File: src/rtl/lector_banco_registro.sv
// lector_banco_registro: 2^DIR x ANCHO register bank with registered paired reads.
// Read results are delivered through a valid/ready handshake and held until taken.
module lector_banco_registro #(
    parameter int ANCHO = 32,
    parameter int DIR   = 5
) (
    input  logic             clk,
    input  logic             rst_n,
    input  logic             w_r,
    input  logic [DIR-1:0]   direccion,
    input  logic [ANCHO-1:0] dato,
    input  logic             lec_valido,
    output logic             lec_listo,
    input  logic [DIR-1:0]   dato_1,
    input  logic [DIR-1:0]   dato_2,
    output logic [ANCHO-1:0] salida_1,
    output logic [ANCHO-1:0] salida_2,
    output logic             salida_valida,
    input  logic             salida_listo
);

    localparam int PROF = 1 << DIR;

    typedef enum logic {
        VACIO = 1'b0,
        LLENO = 1'b1
    } estado_t;

    estado_t estado, estado_sig;

    logic [ANCHO-1:0] mem [0:PROF-1];
    logic             escribe;
    logic             acepta;
    logic [ANCHO-1:0] lee_1;
    logic [ANCHO-1:0] lee_2;

    assign escribe = !w_r && (direccion != '0);
    assign acepta  = lec_valido && lec_listo;

    // Storage: write port, address 0 never written so it stays zero
    always_ff @(posedge clk or negedge rst_n) begin
        if (!rst_n) begin
            for (int i = 0; i < PROF; i++) begin
                mem[i] <= '0;
            end
        end else if (escribe) begin
            mem[direccion] <= dato;
        end
    end

    // Read muxes with same-cycle write forwarding per port
    always_comb begin
        lee_1 = mem[dato_1];
        lee_2 = mem[dato_2];
        if (escribe && (dato_1 == direccion)) begin
            lee_1 = dato;
        end
        if (escribe && (dato_2 == direccion)) begin
            lee_2 = dato;
        end
        if (dato_1 == '0) begin
            lee_1 = '0;
        end
        if (dato_2 == '0) begin
            lee_2 = '0;
        end
    end

    // Output data flops: snapshot operands only when a request is accepted
    always_ff @(posedge clk or negedge rst_n) begin
        if (!rst_n) begin
            salida_1 <= '0;
            salida_2 <= '0;
        end else if (acepta) begin
            salida_1 <= lee_1;
            salida_2 <= lee_2;
        end
    end

    // FSM state register
    always_ff @(posedge clk or negedge rst_n) begin
        if (!rst_n) begin
            estado <= VACIO;
        end else begin
            estado <= estado_sig;
        end
    end

    // FSM next state: fill on accept, drain when taken without refill
    always_comb begin
        estado_sig = estado;
        unique case (estado)
            VACIO: begin
                if (acepta) begin
                    estado_sig = LLENO;
                end
            end
            LLENO: begin
                if (salida_listo && !acepta) begin
                    estado_sig = VACIO;
                end
            end
            default: estado_sig = VACIO;
        endcase
    end

    // FSM outputs: valid from state, ready from state and consumer ready
    always_comb begin
        salida_valida = (estado == LLENO);
        lec_listo     = (estado == VACIO) || salida_listo;
    end

endmodule
File: config.mk
export PLATFORM = sky130hd
export DESIGN_NAME = lector_banco_registro
export DESIGN_NICKNAME = d
export VERILOG_FILES = /design/src/rtl/lector_banco_registro.sv
export SDC_FILE = /design/constraint.sdc
export NUM_CORES = 2
export LEC_CHECK = 0
export CELL_PAD_IN_SITES_DETAIL_PLACEMENT = 1
export CELL_PAD_IN_SITES_GLOBAL_PLACEMENT = 1
export CORE_MARGIN = 5
export CORE_UTILIZATION = 45
export CTS_CLUSTER_DIAMETER = 100
export DETAILED_ROUTE_END_ITERATION = 10
export PLACE_DENSITY_LB_ADDON = 0.25
export SLEW_MARGIN = 10
export SYNTH_ARGS = -nofsm -noshare
export SYNTH_HDL_FRONTEND = slang
export SYNTH_SLANG_ARGS = --single-unit
export TNS_END_PERCENT = 50
File: constraint.sdc
create_clock -name clk -period 2.7 [get_ports clk]
set_input_delay 0.27 -clock clk [delete_from_list [all_inputs] [get_ports clk]]
set_output_delay 0.27 -clock clk [all_outputs]
set_load 0.02 [all_outputs]
==> results.yml <==
timing:
  layout_setup_ws_ps: 265
  finClkSkew_ps: 23.4
  post-route-min-period_ps: 2440
  post-route-period-util: 0.902
  final_max_slew_viol_count: 0
  relSlewSlack: 0.193
  rsz0062_at_grt: "no"
  final_hold_viol_count: 0
  fmax_mhz: 411
  worstMarginPinSlew_ps: 1210
  setup_viol: 0
route:
  post_drt_wl_per_cell_um: 34.2
  drcViolationCount: 0
  via_per_inst: 6.59
  firstDrtPassIters: 6
  routed_wl_mm: 184
  num_vias: 35400
  drtAntennaViolNets: 0
  initialDrtViolationCount: 3179
floorplan:
  rows: 129
  die_h_um: 363
  coreArea_um2: 124000
  ios: 118
  initial_utilization: 0.453
  dieWidth_um: 363
  die_area_um2: 132000
synthesis:
  netlist_area_um2: 56100
  syn_nets: 3593
  syn_inst: 3541
  synthTopCellsByArea: "dfrtp_1 (49%), mux4_2 (23%), mux2_2 (20%)"
  synthArstFlopShare: 1.00
  synth_cell_type_count: 31
  netlist.top_cell.by_area: "dfrtp_1"
  synth.most_common_cell: "dfrtp_1"
  synth_common_cells: "dfrtp_1 (1,089), mux2_2 (992), mux4_2 (576)"
  yosys_warnings: 0
  syn_area_per_cell_um2: 15.8
  ys_seq_area_frac: 0.486
  synth_top_flop_cell: "dfrtp_1"
  synth_edf_count: 0
  synth_top_area_share: 0.486
  synth-seq-cells: 1089
worst_setup_path:
  worstPathCellList: "nand2b_1 -> buf_4 -> clkdlybuf4s50_1"
  crit_path_start_kind: "flip-flop"
  crit_fanout: 5
  crit_path_max_incr_delay_ps: 600
  reg2reg_slack_ps: 710
  worst-r2r-cell-count: 5
  cp-end-kind: "primary output"
  cp.arrival_ps: 2170
  critPathKind: "reg -> out"
  crit_family: "buffers and inverters"
  cp_num_buf_inv: 2
  crit_slowest_cell: "clkdlybuf4s50_1"
  worstReg2RegEnd: "salida_1[19]$_DFFE_PN0P_"
  required_ps: 2430
  r2r_start: "mem[595]$_DFFE_PN0P_"
clock_tree:
  htree_levels: 3
  clock_latency_ps: 720
  cts_tree: "yes"
  clock_sinks: 1089
  cts_root_buf: "clkbuf_16"
  clkTransAtPathRegs_ps: 60
  cts_made_buffers: 119
  post_cts_buffers: 0
  clockBufferDepth: 3
worst_hold_path:
  holdCritPathClass: "in -> async"
grt:
  grt_max_degree: 148
  antenna_found_initial: 5
  grt_overflow: 0
  grt_pass1_vias: 40000
  grt_first_pass_wirelength_mm: 277
  grt.total_usage: 0.282
pwr:
  p_total_mw: 49.7
  powerDensity_nw_per_um2: 759
  leakage_nw: 27.9
  ir_drop_mv: 0.550
layout:
  drive_above_1_share: 0.559
  syn2layout_area_growth_pct: 16.7
  post-route-util: 0.529
  nets: 3691
  instances_no_fill: 5379
place:
  placed_cells: 5154
  post-dp-hpwl_mm: 119
  pre_cts_ws_ps: -73.0
  gp_congestion: 0.852
  io_buffers: 117
outcome:
  status: "finished clean"
job:
  cap_violations: 0
[power by group]
| part | internal (mW) | switching (mW) | total [mW] | leakage, nW |
|---|---|---|---|---|
| logic | 6.28 | 4.31 | 10.6 | 11.9 |
| registers | 19.5 | 2.53 | 22.0 | 14.0 |
| clock network | 10.1 | 6.99 | 17.1 | 2.03 |
[worst max path at each step]
stage                            startpoint                       end  slack, ps  depth (start not counted)
finish              salida_valida$_DFF_PN0_                 lec_listo        260                          3
global route        salida_valida$_DFF_PN0_                 lec_listo        200                          3
CTS                 salida_valida$_DFF_PN0_                 lec_listo        230                          3
detailed placement             direccion[2]  salida_2[30]$_DFFE_PN0P_        -70                          8
global placement               direccion[2]  salida_2[17]$_DFFE_PN0P_        -20                          8
floorplan                         dato_1[2]  salida_1[23]$_DFFE_PN0P_        590                          8
[layout by cell type (no fill, tap or decap), drive strengths merged, types with 2 or more instances in the layout]
| cell type | n |
|---|---|
| bufinv | 10 |
| and2 | 4 |
| clkbuf | 183 |
| clkdlybuf4s50 | 108 |
| nor2b | 4 |
| o211ai | 2 |
| a222oi | 64 |
| diode | 3 |
| clkinvlp | 3 |
| nor3 | 4 |
| inv | 68 |
| nor2 | 20 |
| or3 | 3 |
| dfrtp | 1089 |
| xnor2 | 10 |
| a22oi | 128 |
| nor4 | 2 |
| clkinv | 21 |
| or4 | 2 |
| nand3b | 4 |
| mux2 | 992 |
| mux4 | 576 |
| nand2b | 2 |
| nand2 | 83 |
| o21ai | 64 |
| buf | 280 |
| nor3b | 4 |
| nand3 | 3 |
| o311a | 2 |
[metal layers]
layer | global-route usage | share of wire | up-vias
met5 | 0 | 0.000071 | -
met4 | 0.0937 | 0.033 | 2
met3 | 0.0567 | 0.070 | 320
met2 | 0.459 | 0.49 | 1289
met1 | 0.384 | 0.41 | 19800
li1 | - | - | 14000
[flip-flops by register name (all words and copies together) (netlist names)]
register and count:
salida_1 32, salida_2 32, mem 1024, salida_valida 1
[repair_timing]
item	CTS	global route
endpoints found under the hold margin	644	0
gates resized for setup	0	0
hold buffers	1	0
[worst register-to-register path, stage by stage, from the launching register on]
cell,delay (ps)
dfrtp_1,400
mux4_2,480
a22oi_1,370
nand2_1,160
a222oi_1,330
o21ai_1,110
[kinds of logic after synthesis]
logic type             after synthesis  synth area share
AND/OR/NAND/NOR                    137            0.0111
AO/OA/AOI/OAI                      261            0.0350
multiplexers                      1568             0.430
buffers and inverters              476            0.0365
XOR/XNOR                            10           0.00156
flip-flops                        1089             0.486
[metrics by stage]
step / area (µm²) / hold slack (ps) / setup TNS, ps
after global placement: 61400 / 177 / -47.3
after detailed placement: 61400 / 178 / -328
after floorplan: 56100 / -25.6 / 0
final: 65500 / 38.5 / 0
after global routing: 65500 / 42.0 / 0
after CTS: 65500 / 6.61 / 0
[final cells by class]
cell class	instances	area, µm²
Clock inverter	38	522
Inverter	64	240
Multi-Input combinational cell	1976	27100
Antenna cell	3	7.51
Tap cell	1637	2050
Clock buffer	183	3610
Timing Repair Buffer	389	4780
Fill cell	11200	58300
Sequential cell	1089	27300
(Power assumes the default switching activity.)
